File: src/rtl/control_unit_staged.sv
// rtl/control_unit_staged.sv - RV32IM decode with registered ID/EX control word and MUL/DIV occupancy sequencing (optional: CU_ILLEGAL_DETECT_EN)
module control_unit_staged #(
    parameter int MUL_CYCLES = 1,
    parameter int DIV_CYCLES = 4,
    parameter int CNT_W      = 4
) (
    input  logic        CLK,
    input  logic        RESET,
    input  logic [31:0] INSTRUCTION,
    input  logic        INSTR_VALID,
    input  logic        STALL,
    input  logic        FLUSH,
    output logic [4:0]  alu_signal,
    output logic        reg_file_write,
    output logic [2:0]  main_mem_write,
    output logic [3:0]  main_mem_read,
    output logic [3:0]  branch_control,
    output logic [3:0]  immediate_select,
    output logic        oparand_1_select,
    output logic        oparand_2_select,
    output logic [1:0]  reg_write_select,
    output logic        CTRL_VALID,
    output logic        HOLD_FETCH,
    output logic        MULDIV_DONE,
    output logic        ILLEGAL
);

    typedef struct packed {
        logic [4:0] alu;
        logic       rf_write;
        logic [2:0] mem_write;
        logic [3:0] mem_read;
        logic [3:0] branch;
        logic [3:0] imm_sel;
        logic       op1_sel;
        logic       op2_sel;
        logic [1:0] wb_sel;
    } ctrl_t;

    // BUSY means a MUL/DIV still has EX cycles left after the current one
    typedef enum logic {ST_IDLE, ST_BUSY} state_t;

    logic [6:0] w_opcode;
    logic [2:0] w_funct3;
    logic [6:0] w_funct7;
    logic w_lui, w_auipc, w_jal, w_jalr, w_branch, w_load, w_store, w_opimm, w_op;
    logic w_muldiv, w_illegal, w_unused;
    ctrl_t w_ctrl;
    state_t w_state;
    logic [CNT_W-1:0] w_cnt_init;

    ctrl_t r_ctrl;
    logic r_valid, r_illegal, r_muldiv, r_done;
    logic [CNT_W-1:0] r_count;

    assign w_opcode = INSTRUCTION[6:0];
    assign w_funct3 = INSTRUCTION[14:12];
    assign w_funct7 = INSTRUCTION[31:25];
    assign w_unused = ^{INSTRUCTION[24:15], INSTRUCTION[11:7]};

    assign w_lui    = (w_opcode == 7'b0110111);
    assign w_auipc  = (w_opcode == 7'b0010111);
    assign w_jal    = (w_opcode == 7'b1101111);
    assign w_jalr   = (w_opcode == 7'b1100111);
    assign w_branch = (w_opcode == 7'b1100011);
    assign w_load   = (w_opcode == 7'b0000011);
    assign w_store  = (w_opcode == 7'b0100011);
    assign w_opimm  = (w_opcode == 7'b0010011);
    assign w_op     = (w_opcode == 7'b0110011);
    assign w_muldiv = w_op && (w_funct7 == 7'b0000001);

`ifdef CU_ILLEGAL_DETECT_EN
    logic w_known;
    assign w_known = w_lui | w_auipc | w_jal | w_jalr | w_branch | w_load | w_store | w_opimm
                   | (w_op && (w_funct7 == 7'b0000000 || w_funct7 == 7'b0100000 || w_funct7 == 7'b0000001));
    assign w_illegal = ~w_known;
`else
    assign w_illegal = 1'b0;
`endif

    // funct3[2] separates the divide class from the multiply class
    assign w_cnt_init = w_funct3[2] ? CNT_W'(DIV_CYCLES - 1) : CNT_W'(MUL_CYCLES - 1);

    assign w_state = (r_count != '0) ? ST_BUSY : ST_IDLE;

    // Combinational decode of the incoming instruction into the control bundle
    always_comb begin
        w_ctrl = '0;
        w_ctrl.alu[2:0] = (w_auipc | w_jal | w_load | w_store | w_branch) ? 3'b000 : w_funct3;
        w_ctrl.alu[4] = w_lui
                      | (w_opimm && w_funct3 == 3'b101 && w_funct7 == 7'b0100000)
                      | (w_op && w_funct3 == 3'b000 && w_funct7 == 7'b0100000)
                      | (w_op && w_funct3 == 3'b101 && w_funct7 == 7'b0100000);
        w_ctrl.alu[3] = w_muldiv | w_lui;
        w_ctrl.rf_write = w_lui | w_auipc | w_jal | w_jalr | w_load | w_opimm | w_op;
        w_ctrl.mem_write = w_store ? {1'b1, w_funct3[1:0]} : 3'b000;
        w_ctrl.mem_read = w_load ? {1'b1, w_funct3} : 4'b0000;
        if (w_branch)
            w_ctrl.branch = {1'b1, w_funct3};
        else if (w_jal | w_jalr)
            w_ctrl.branch = 4'b1010;
        // Immediate format: U=000 J=001 I=010 B=011 S=100 shift-I=101
        if (w_jal)
            w_ctrl.imm_sel[2:0] = 3'b001;
        else if (w_opimm && (w_funct3 == 3'b001 || w_funct3 == 3'b101))
            w_ctrl.imm_sel[2:0] = 3'b101;
        else if (w_jalr | w_load | w_opimm)
            w_ctrl.imm_sel[2:0] = 3'b010;
        else if (w_branch)
            w_ctrl.imm_sel[2:0] = 3'b011;
        else if (w_store)
            w_ctrl.imm_sel[2:0] = 3'b100;
        w_ctrl.imm_sel[3] = (w_load && (w_funct3 == 3'b100 || w_funct3 == 3'b101))
                          | (w_opimm && w_funct3 == 3'b011)
                          | (w_op && w_funct7 == 7'b0000000 && w_funct3 == 3'b011)
                          | (w_muldiv && (w_funct3 == 3'b010 || w_funct3 == 3'b011
                                       || w_funct3 == 3'b101 || w_funct3 == 3'b111));
        w_ctrl.op1_sel = w_auipc | w_jal | w_branch;
        w_ctrl.op2_sel = w_lui | w_auipc | w_jal | w_jalr | w_branch | w_load | w_store | w_opimm;
        if (w_op | w_opimm | w_lui | w_auipc)
            w_ctrl.wb_sel = 2'b01;
        else if (w_load)
            w_ctrl.wb_sel = 2'b10;
        else if (w_jal | w_jalr)
            w_ctrl.wb_sel = 2'b11;
        if (w_illegal)
            w_ctrl = '0;
    end

    // ID/EX register and occupancy counter: reset > flush > hold > load
    always_ff @(posedge CLK) begin
        if (RESET || FLUSH) begin
            r_ctrl    <= '0;
            r_valid   <= 1'b0;
            r_illegal <= 1'b0;
            r_muldiv  <= 1'b0;
            r_count   <= '0;
            r_done    <= 1'b0;
        end else if (STALL || w_state == ST_BUSY) begin
            if (!STALL) begin
                r_count <= r_count - 1'b1;
                r_done  <= r_muldiv && (r_count == CNT_W'(1));
            end else begin
                r_done  <= 1'b0;
            end
        end else if (INSTR_VALID) begin
            r_ctrl    <= w_ctrl;
            r_valid   <= 1'b1;
            r_illegal <= w_illegal;
            r_muldiv  <= w_muldiv;
            r_count   <= w_muldiv ? w_cnt_init : '0;
            r_done    <= w_muldiv && (w_cnt_init == '0);
        end else begin
            r_ctrl    <= '0;
            r_valid   <= 1'b0;
            r_illegal <= 1'b0;
            r_muldiv  <= 1'b0;
            r_count   <= '0;
            r_done    <= 1'b0;
        end
    end

    assign alu_signal       = r_ctrl.alu;
    assign reg_file_write   = r_ctrl.rf_write;
    assign main_mem_write   = r_ctrl.mem_write;
    assign main_mem_read    = r_ctrl.mem_read;
    assign branch_control   = r_ctrl.branch;
    assign immediate_select = r_ctrl.imm_sel;
    assign oparand_1_select = r_ctrl.op1_sel;
    assign oparand_2_select = r_ctrl.op2_sel;
    assign reg_write_select = r_ctrl.wb_sel;
    assign CTRL_VALID       = r_valid;
    assign ILLEGAL          = r_illegal;
    assign MULDIV_DONE      = r_done;
    assign HOLD_FETCH       = (w_state == ST_BUSY);

endmodule

File: config.mk
export PLATFORM = sky130hd
export DESIGN_NAME = control_unit_staged
export DESIGN_NICKNAME = d
export VERILOG_FILES = /design/src/rtl/control_unit_staged.sv
export SDC_FILE = /design/constraint.sdc
export NUM_CORES = 1
export LEC_CHECK = 0
export ABC_AREA = 1
export BUFFER_PORTS_ARGS = -buffer_cell sky130_fd_sc_hd__buf_2
export CORE_MARGIN = 4
export CORE_UTILIZATION = 50
export DETAILED_ROUTE_END_ITERATION = 8
export PLACE_DENSITY = 0.94
export SLEW_MARGIN = 5
export SYNTH_ARGS = -nofsm -noshare
export SYNTH_HDL_FRONTEND = slang
export SYNTH_SLANG_ARGS = --single-unit
File: constraint.sdc
create_clock -name CLK -period 3 [get_ports CLK]
set_input_delay 0.3 -clock CLK [delete_from_list [all_inputs] [get_ports CLK]]
set_output_delay 0.3 -clock CLK [all_outputs]
set_load 0.05 [all_outputs]
==> summary.txt, run 1 <==
Outcome
  – Status: finished, final reports clean

Global routing
  – Initial antenna violation count: 0
  – Congestion Overflow GR: 0
  – First-pass GRT wire length: 6.03 mm
  – Largest net degree at the start of global routing: 27
  – Total global-route track usage: 18.9%
  – Vias in the first global route: 1,404

Synth
  – Yosys reg bits: 32
  – Cells after Synth: 219
  – Distinct cells, synth: 26
  – Synth warn: 0
  – Avg Inst Size Synth: 7.07 µm²
  – Post-synthesis cell area: 0.00155 mm²
  – Register area share after synthesis: 41.4%
  – Net count after synthesis: 258

Finish
  – Antenna diodes: 0
  – Layout Nets: 310
  – Area delta synth->final: 20.7%
  – Most frequent cells in the layout: nand2_1 (68), buf_2 (49), dfxtp_1 (32)
  – Util after Layout: 65.5%
  – Layout cells sized above 1: 26.8%
  – Finished Layout Cells: 303
  – Commonest non-fill, non-tap cell in the layout: nand2_1

Worst setup path
  – Crit path arrival time: 1920 ps
  – CP endpoint kind: register
  – Worst Path Max Fanout: 14
  – Kind of critical path: register to register
  – Worst endpoint required time: 3260 ps
  – Setup crit start kind: register

Timing
  – Clock skew: 13.0 ps
  – Setup-failing EPs final: 0
  – Fmax: 0.604 GHz
  – Final hold violation count: 0
  – Setup TNS: 0 ps
  – Post-layout min period: 1660 ps
  – Max Slew Vio Count: 0
  – Crit share post-route: 55.2%
  – WHS: 254 ps
  – RSZ-0062 raised after global routing: no

Clock tree
  – Hold buffer count at cts: 0
  – Clk Latency, worst-skew pair: 340 ps
  – CTS root buffer: clkbuf_4
  – Post-CTS sizing: 0
  – Setup repair bufs after CTS: 0
  – TritonCTS clock tree: yes
  – Clk sinks: 32
  – Worst-path clk slew: 100 ps
  – CTS HTree Levels: 2
  – CTS Buffer Depth: 2
  – CTS Buf Count: 5

Placement
  – GP Congestion: 0.900
  – Hpwl dp: 2.83 mm
  – Number of port buffers: 49
  – Total placed cells including tap cells: 295

Job
  – Max-capacitance violation count: 0

Routing
  – DR vias: 1,565
  – Total wire length: 3.61 mm
  – DRC Markers: 0
  – DRT antenna net count: 0
  – Wire per inst: 11.9 µm
  – Vias per Instance: 5.17
  – DRT iter0 DRCs: 111
  – Initial DRT Pass Iterations: 4

Floorplan
  – Die Span X: 63.7 µm
  – Core area: 0.00285 mm²
  – # rows: 19
  – Die area: 0.00405 mm²
  – Die Y-Extent: 63.7 µm
  – Ports: 66
  – Starting Density: 54.3%

Power and ir drop
  – Pwr Density: 458 mW/mm²
  – Peak VDD IR: 0.323 mV
  – P_leak: 0.00102 µW

Worst hold path
  – Type of the worst min-delay path: input pin to register
[routing by layer]
metal / vias to the layer above / GRT usage [%] / wire length [µm]
li1: 810 / - / -
met1: 691 / 22.3 / 1540
met2: 58 / 31.6 / 1740
met5: - / 0 / 0
met3: 6 / 6.39 / 264
met4: 0 / 7.28 / 61
[worst max-delay path, cell delays in order (launching register included)]
cell and delay [ps]:
dfxtp_1 340, inv_1 90, ha_1 180, inv_1 50
nor2_2 100, nand2_1 90, inv_2 100, nand3_4 120
inv_4 170, nand4_1 160, o21ai_1 180
[stage by stage]
step / instance area, µm² / total power (µW) / setup slack [ps]
2_1_floorplan: 1550 / 509 / 1620
3_3_place_gp: 1790 / 536 / 1430
3_5_place_dp: 1790 / 539 / 1400
4_1_cts: 1870 / 863 / 1360
5_1_grt: 1870 / 896 / 1160
6_report: 1870 / 857 / 1340
[layout make-up]
cell class                      count  area (µm²)
Inverter                           29         113
Clock inverter                      3        42.5
Tap cell                           31        38.8
Timing Repair Buffer               49         245
Sequential cell                    32         641
Fill cell                         261         983
Clock buffer                        5        37.5
Multi-Input combinational cell    154         752
[synthesized netlist by cell type]
cell	number	area, µm²
inv_1	24	90.1
nand3_2	1	10.0
buf_4	2	15.0
inv_4	1	6.26
nand3_1	11	55.1
nor3_1	2	10.0
xor2_1	2	17.5
clkbuf_8	1	13.8
nand4_1	13	81.3
nand2_2	2	12.5
o211ai_1	1	7.51
o21ai_1	4	20.0
ha_1	2	25.0
nor2_1	18	67.6
dfxtp_1	32	641
nand3_4	2	35.0
nor3_2	1	10.0
a21oi_1	7	35.0
inv_2	3	11.3
nor2_2	5	31.3
conb_1	1	3.75
clkinv_2	1	5.00
o21ai_0	12	60.1
o31ai_1	2	15.0
buf_8	1	15.0
nand2_1	68	255
[where the power goes]
group	switching (µW)	internal [µW]	total [µW]
registers	2.31	429	431
clock network	153	174	327
logic	70.8	28.2	99.1
total	226	631	857
[kinds of logic (layout without fill, tap and decap cells)]
kind of cell,count (synthesis),count (layout),share of synthesized area [%]
compound gates,26,26,8.89
xor+xnor,2,2,1.13
fa+ha+maj,2,2,1.62
buf+inv,33,86,10.1
flops,32,32,41.4
other cells,1,1,0.242
simple gates,123,123,36.7
[worst paths after layout]
path / from / end / cells after the start / slack (ps)
setup / recovery: r_count[0] / MULDIV_DONE / 10 / 1340
hold / removal: INSTRUCTION[13] / alu_signal[1] / 3 / 250
setup reg to reg: r_count[0] / MULDIV_DONE / 10 / 1340
hold reg to reg: main_mem_write[2] / main_mem_write[2] / 2 / 460
[sequential cells by signal, summed over array words and instances (netlist names)]
signal,count
MULDIV_DONE,1
reg_write_select,2
main_mem_write,3
alu_signal,5
oparand_2_select,1
main_mem_read,4
oparand_1_select,1
reg_file_write,1
r_muldiv,1
CTRL_VALID,1
r_count,4
branch_control,4
immediate_select,4
Power figures use the tool's default switching activity.
==> inputs of run 2 (changes only) <==
--- a/config.mk
+++ b/config.mk
@@ -8,9 +8,9 @@
 export ABC_AREA = 1
 export BUFFER_PORTS_ARGS = -buffer_cell sky130_fd_sc_hd__buf_2
 export CORE_MARGIN = 4
-export CORE_UTILIZATION = 50
+export CORE_UTILIZATION = 42
 export DETAILED_ROUTE_END_ITERATION = 8
-export PLACE_DENSITY = 0.94
+export PLACE_DENSITY = 0.86
 export SLEW_MARGIN = 5
 export SYNTH_ARGS = -nofsm -noshare
 export SYNTH_HDL_FRONTEND = slang
==> constraint.sdc (replaced) <==
create_clock -name CLK -period 1.4 [get_ports CLK]
set_input_delay 0.14 -clock CLK [delete_from_list [all_inputs] [get_ports CLK]]
set_output_delay 0.14 -clock CLK [all_outputs]
set_load 0.05 [all_outputs]
==> run 2 against run 1 <==
The run now ends with negative setup slack left. Die area rose by 17%. Utilization fell by 2.3 points. Non-clock buffer count rose by 15. Cell area rose by 16%. Setup slack got worse by 1500 ps. Routed wire length rose by 30%. Critical path depth did not move. Register-to-register slack got worse by 1500 ps. Critical path type unchanged.
==> summary.txt, run 2 (synthesized netlist as in run 1, its figures left out) <==
Outcome
  – Status: complete, but fails checks
  – Failing checks: negative setup slack

Floorplan
  – Ports: 66
  – Starting Density: 45.0%
  – Die Span X: 68.7 µm
  – Die area: 0.00472 mm²
  – Core area: 0.00344 mm²
  – # rows: 21
  – Die Y-Extent: 68.7 µm

Timing
  – Fmax: 0.658 GHz
  – Clock skew: 3.99 ps
  – Post-layout min period: 1520 ps
  – RSZ-0062 raised after global routing: yes
  – Final worst slack: -119 ps
  – Final hold violation count: 0
  – Crit share post-route: 108%
  – Max Slew Vio Count: 0
  – Setup-failing EPs final: 13

Worst hold path
  – Type of the worst min-delay path: input pin to register

Worst setup path
  – Critical Path, Cell by Cell: inv_4 -> ha_4 -> inv_4 -> nor2_4 -> nand2_4 -> inv_4 -> nand3_4 -> clkinv_4 -> nand4_1 -> o21ai_1
  – Most used cell, CP: inv_4
  – Worst path slowest cell: dfxtp_2
  – Worst endpoint required time: 1620 ps
  – Kind of critical path: register to register
  – CP endpoint kind: register
  – Max stage delay on crit path: 340 ps
  – Setup crit start kind: register
  – Crit path arrival time: 1740 ps
  – Worst Path Max Fanout: 4

Finish
  – Layout Nets: 325
  – Storage cell area: 643 µm²
  – Multi-input logic area: 838 µm²
  – Area delta synth->final: 40.4%
  – Layout cells sized above 1: 37.6%
  – Fillers: 294
  – Antenna diodes: 0
  – Most frequent cells in the layout: nand2_1 (63), buf_2 (49), dfxtp_1 (30)
  – Largest register FFs: 5
  – Finished Layout Cells: 333
  – Commonest non-fill, non-tap cell in the layout: nand2_1

Global routing
  – Vias in the first global route: 1,577
  – First-pass GRT wire length: 6.76 mm
  – Initial antenna violation count: 0
  – Congestion Overflow GR: 0
  – Total global-route track usage: 19.6%
  – Largest net degree at the start of global routing: 23

Clock tree
  – Worst-path clk slew: 70 ps
  – Clk sinks: 32
  – CTS Buffer Depth: 2
  – CTS root buffer: clkbuf_8
  – TritonCTS clock tree: yes
  – Clk Latency, worst-skew pair: 290 ps
  – CTS HTree Levels: 2
  – CTS Buf Count: 5

Power and ir drop
  – Tot Pwr: 2200 µW
  – Pwr Density: 1010 mW/mm²
  – Peak VDD IR: 0.625 mV
  – P_leak: 0.00118 µW

Routing
  – Initial DRT Pass Iterations: 4
  – Vias per Instance: 5.21
  – Total wire length: 4.70 mm
  – DRT iter0 DRCs: 139
  – DRC Markers: 0
  – DRT antenna net count: 0
  – DR vias: 1,734
  – Wire per inst: 14.1 µm

Placement
  – GP Congestion: 0.898
  – Hpwl dp: 3.03 mm
  – Number of port buffers: 49
  – Total placed cells including tap cells: 321

Job
  – Max-capacitance violation count: 0
run 2: cell types whose count changed in the layout (fill, tap and decap cells not counted), sizes merged:
cell      delta
buf         +15
clkbuf       +2
clkinvlp     -1
inv          -1
run 2: metal layers:
| metal | part of all wire [%] | wire length [µm] | up-vias | GRT usage (%) |
|---|---|---|---|---|
| met3 | 8.5 | 400 | 10 | 6.00 |
| met4 | 2.1 | 99 | 0 | 9.25 |
| met1 | 41 | 1940 | 793 | 23.4 |
| li1 | - | - | 838 | - |
| met5 | 0 | 0 | - | 0 |
| met2 | 48 | 2250 | 93 | 32.1 |
run 2: what timing repair did:
item                                    CTS  global route
pin swaps                                 6             6
buffers inserted                          2             3
hold buffers                              0             0
gates resized for setup                  15            24
endpoints found under the setup margin   17            29
run 2: cell type report:
class / instances / area share [%]
sequential: 32 / 29.6
tap: 46 / 2.65
clock inverter: 1 / 1.38
multi-input combinational: 154 / 38.5
clock buffer: 7 / 4.43
inverter: 29 / 5.64
timing repair buffer: 64 / 17.8
run 2: worst max-delay path, delay by kind of cell, from the launching register on:
kind | cells | cell delay [ps]
flops | 1 | 340
simple gates | 4 | 480
compound gates | 1 | 190
buf+inv | 4 | 280
fa+ha+maj | 1 | 150
run 2: per-stage QoR:
| stage | setup WS [ps] | cell area (µm²) | utilization (%) | TNS [ps] | hold slack [ps] |
|---|---|---|---|---|---|
| 2_1_floorplan | 24.9 | 1550 | - | 0 | 238 |
| 3_3_place_gp | 8.36 | 1900 | 55.3 | 0 | 418 |
| 3_5_place_dp | -60.4 | 1900 | 55.3 | -181 | 432 |
| 4_1_cts | -69.4 | 2100 | 60.9 | -132 | 141 |
| 5_1_grt | -267 | 2170 | 63.2 | -2000 | 165 |
| 6_report | -119 | 2170 | 63.2 | -621 | 161 |
run 2: power by group:
group	switching, µW	total, µW	internal [µW]
logic	197	313	116
registers	6.79	927	920
clock network	336	963	627
run 2: worst paths after layout:
check | start | to | slack (ps) | depth (start not counted)
setup / recovery | r_count[1] | MULDIV_DONE | -120 | 10
hold / removal | INSTRUCTION[14] | MULDIV_DONE | 160 | 2
setup reg to reg | r_count[1] | MULDIV_DONE | -120 | 10
hold reg to reg | main_mem_read[3] | main_mem_read[3] | 450 | 2
==> inputs of run 3 (changes only) <==
--- a/config.mk
+++ b/config.mk
@@ -8,9 +8,9 @@
 export ABC_AREA = 1
 export BUFFER_PORTS_ARGS = -buffer_cell sky130_fd_sc_hd__buf_2
 export CORE_MARGIN = 4
-export CORE_UTILIZATION = 42
+export CORE_UTILIZATION = 47
 export DETAILED_ROUTE_END_ITERATION = 8
-export PLACE_DENSITY = 0.86
+export PLACE_DENSITY = 0.9
 export SLEW_MARGIN = 5
 export SYNTH_ARGS = -nofsm -noshare
 export SYNTH_HDL_FRONTEND = slang
==> constraint.sdc (replaced) <==
create_clock -name CLK -period 1.5 [get_ports CLK]
set_input_delay 0.15 -clock CLK [delete_from_list [all_inputs] [get_ports CLK]]
set_output_delay 0.15 -clock CLK [all_outputs]
set_load 0.05 [all_outputs]
==> run 3 against run 2 <==
The flow still finishes with violations (negative setup slack). Sequential power is 6.9% lower. Final cell count is 2.1% lower. Routed wire length is 18% lower. Combinational power is 23% lower. Critical path type unchanged.
==> summary.txt, run 3 (synthesized netlist as in run 1, its figures left out) <==
Outcome
  – Status: complete, but fails checks
  – Failing checks: negative setup slack

Timing
  – Clock skew: 7.40 ps
  – RSZ-0062 raised after global routing: yes
  – Post-layout min period: 1500 ps
  – Setup-failing EPs final: 1
  – WHS: 103 ps
  – Fmax: 0.666 GHz
  – Crit share post-route: 100%
  – Setup TNS: -2.03 ps
  – Final worst slack: -2.03 ps
  – Max Slew Vio Count: 0
  – Final hold violation count: 0

Power and ir drop
  – Pwr Density: 912 mW/mm²
  – Comb pwr share: 13.1%
  – Switching Share: 25.0%
  – Internal: 1380 µW
  – Clock power frac: 40.0%
  – Tot Pwr: 1840 µW
  – Sw power: 460 µW
  – Peak VDD IR: 0.479 mV
  – Flop pwr share: 46.9%
  – P_leak: 0.00108 µW

Routing
  – DRC Markers: 0
  – Total wire length: 3.87 mm
  – DRT iter0 DRCs: 150
  – DR vias: 1,656
  – Wire per inst: 11.9 µm
  – Vias per Instance: 5.08
  – Initial DRT Pass Iterations: 4
  – DRT antenna net count: 0

Clock tree
  – Clk sinks: 32
  – TritonCTS clock tree: yes
  – CTS root buffer: clkbuf_4
  – Hold buffer count at cts: 0
  – CTS Buffer Depth: 2
  – Worst-path clk slew: 100 ps
  – CTS Buf Count: 5
  – Clk Latency, worst-skew pair: 330 ps
  – CTS HTree Levels: 2

Placement
  – Hpwl dp: 2.82 mm
  – GP Congestion: 0.931
  – Number of port buffers: 49
  – Total placed cells including tap cells: 313

Global routing
  – First-pass GRT wire length: 6.44 mm
  – Total global-route track usage: 19.1%
  – Vias in the first global route: 1,505
  – Largest net degree at the start of global routing: 27
  – Congestion Overflow GR: 0
  – Initial antenna violation count: 0

Worst hold path
  – Hold path start: INSTRUCTION[13]
  – Type of the worst min-delay path: input pin to register
  – Worst Hold Path Cells: 3
  – Hold EP: branch_control[1]

Worst setup path
  – CP endpoint kind: register
  – Most used cell, CP: inv_2
  – Worst path slowest cell: dfxtp_2
  – Setup crit start kind: register
  – Reg2reg start: r_count[1]
  – Max stage delay on crit path: 340 ps
  – Critical Path, Cell by Cell: inv_2 -> ha_4 -> inv_2 -> nor2_4 -> nand2_2 -> inv_4 -> nand3_4 -> inv_6 -> nand4_1 -> o21ai_1
  – Worst Path Max Fanout: 7
  – R2r setup slk: -2 ps
  – R2r endpoint: MULDIV_DONE
  – R2R cell count: 10
  – Kind of critical path: register to register
  – Worst endpoint required time: 1760 ps
  – Crit path arrival time: 1760 ps

Finish
  – Layout cells sized above 1: 33.3%
  – Commonest non-fill, non-tap cell in the layout: nand2_1
  – Finished Layout Cells: 326
  – Most frequent cells in the layout: nand2_1 (66), buf_2 (49), dfxtp_1 (30)
  – Layout Nets: 320
  – Multi-input logic area: 785 µm²
  – Fillers: 284
  – Largest register FFs: 5
  – Util after Layout: 65.0%
  – Area delta synth->final: 30.3%
  – Antenna diodes: 0
  – Storage cell area: 643 µm²

Job
  – Max-capacitance violation count: 0

Floorplan
  – Die Span X: 65.4 µm
  – Ports: 66
  – Die Y-Extent: 65.4 µm
  – Core area: 0.00310 mm²
  – Die area: 0.00428 mm²
  – # rows: 20
  – Starting Density: 49.9%
-- run 3: cell count changes in the layout (fill, tap and decap cells not counted), sizes merged --
cell    delta
buf        -5
clkinv     -1
inv        +1
-- run 3: worst max path at each step --
stage / to / cells past startpoint / start / slack [ps]
floorplan: reg_write_select[1] / 10 / r_count[0] / 120
global placement: MULDIV_DONE / 10 / r_count[1] / 50
detailed placement: MULDIV_DONE / 10 / r_count[1] / -8
CTS: MULDIV_DONE / 10 / r_count[1] / -1
global route: MULDIV_DONE / 10 / r_count[1] / -90
finish: MULDIV_DONE / 10 / r_count[1] / -2
-- run 3: worst max-delay path, delay by kind of cell, from the launching register on --
kind / cells / cell delay, ps
AO/OA/AOI/OAI: 1 / 200
adder cells (fa/ha/maj): 1 / 150
buffers and inverters: 4 / 310
flip-flops: 1 / 340
AND/OR/NAND/NOR: 4 / 430
-- run 3: routing by layer --
layer / wire length, µm / vias up / GRT usage, %
met5: 0 / - / 0
met4: 63 / 0 / 8.03
met1: 1730 / 750 / 24.3
li1: - / 827 / -
met2: 1810 / 70 / 31.6
met3: 266 / 9 / 3.25
-- run 3: layout make-up --
| class | count | area share [%] |
|---|---|---|
| clock buffers | 7 | 3.22 |
| flip-flops and latches | 32 | 31.9 |
| clock inverters | 1 | 1.49 |
| multi-input cells | 154 | 38.9 |
| inverters | 29 | 5.95 |
| repair buffers | 59 | 15.9 |
| well taps | 44 | 2.73 |
-- run 3: power by group through the flow --
| stage | registers, µW | logic, µW | clock network [µW] |
|---|---|---|---|
| 6_report | 863 | 240 | 736 |
| 5_1_grt | 864 | 261 | 791 |
| 4_1_cts | 863 | 223 | 744 |
| 3_5_place_dp | 882 | 206 | 0 |
| 3_3_place_gp | 881 | 201 | 0 |
| 2_1_floorplan | 893 | 125 | 0 |
-- run 3: through the flow --
stage,worst slack [ps],area [µm²]
final,-2.03,2020
after global routing,-93.0,2020
after CTS,-1.23,1990
after detailed placement,-7.88,1840
after global placement,48.5,1840
after floorplan,125,1550
-- run 3: repair_timing --
action / CTS / global route
pin swaps: 2 / 4
setup buffers: 5 / 0
resized for setup: 8 / 10
endpoints found under the setup margin: 28 / 29
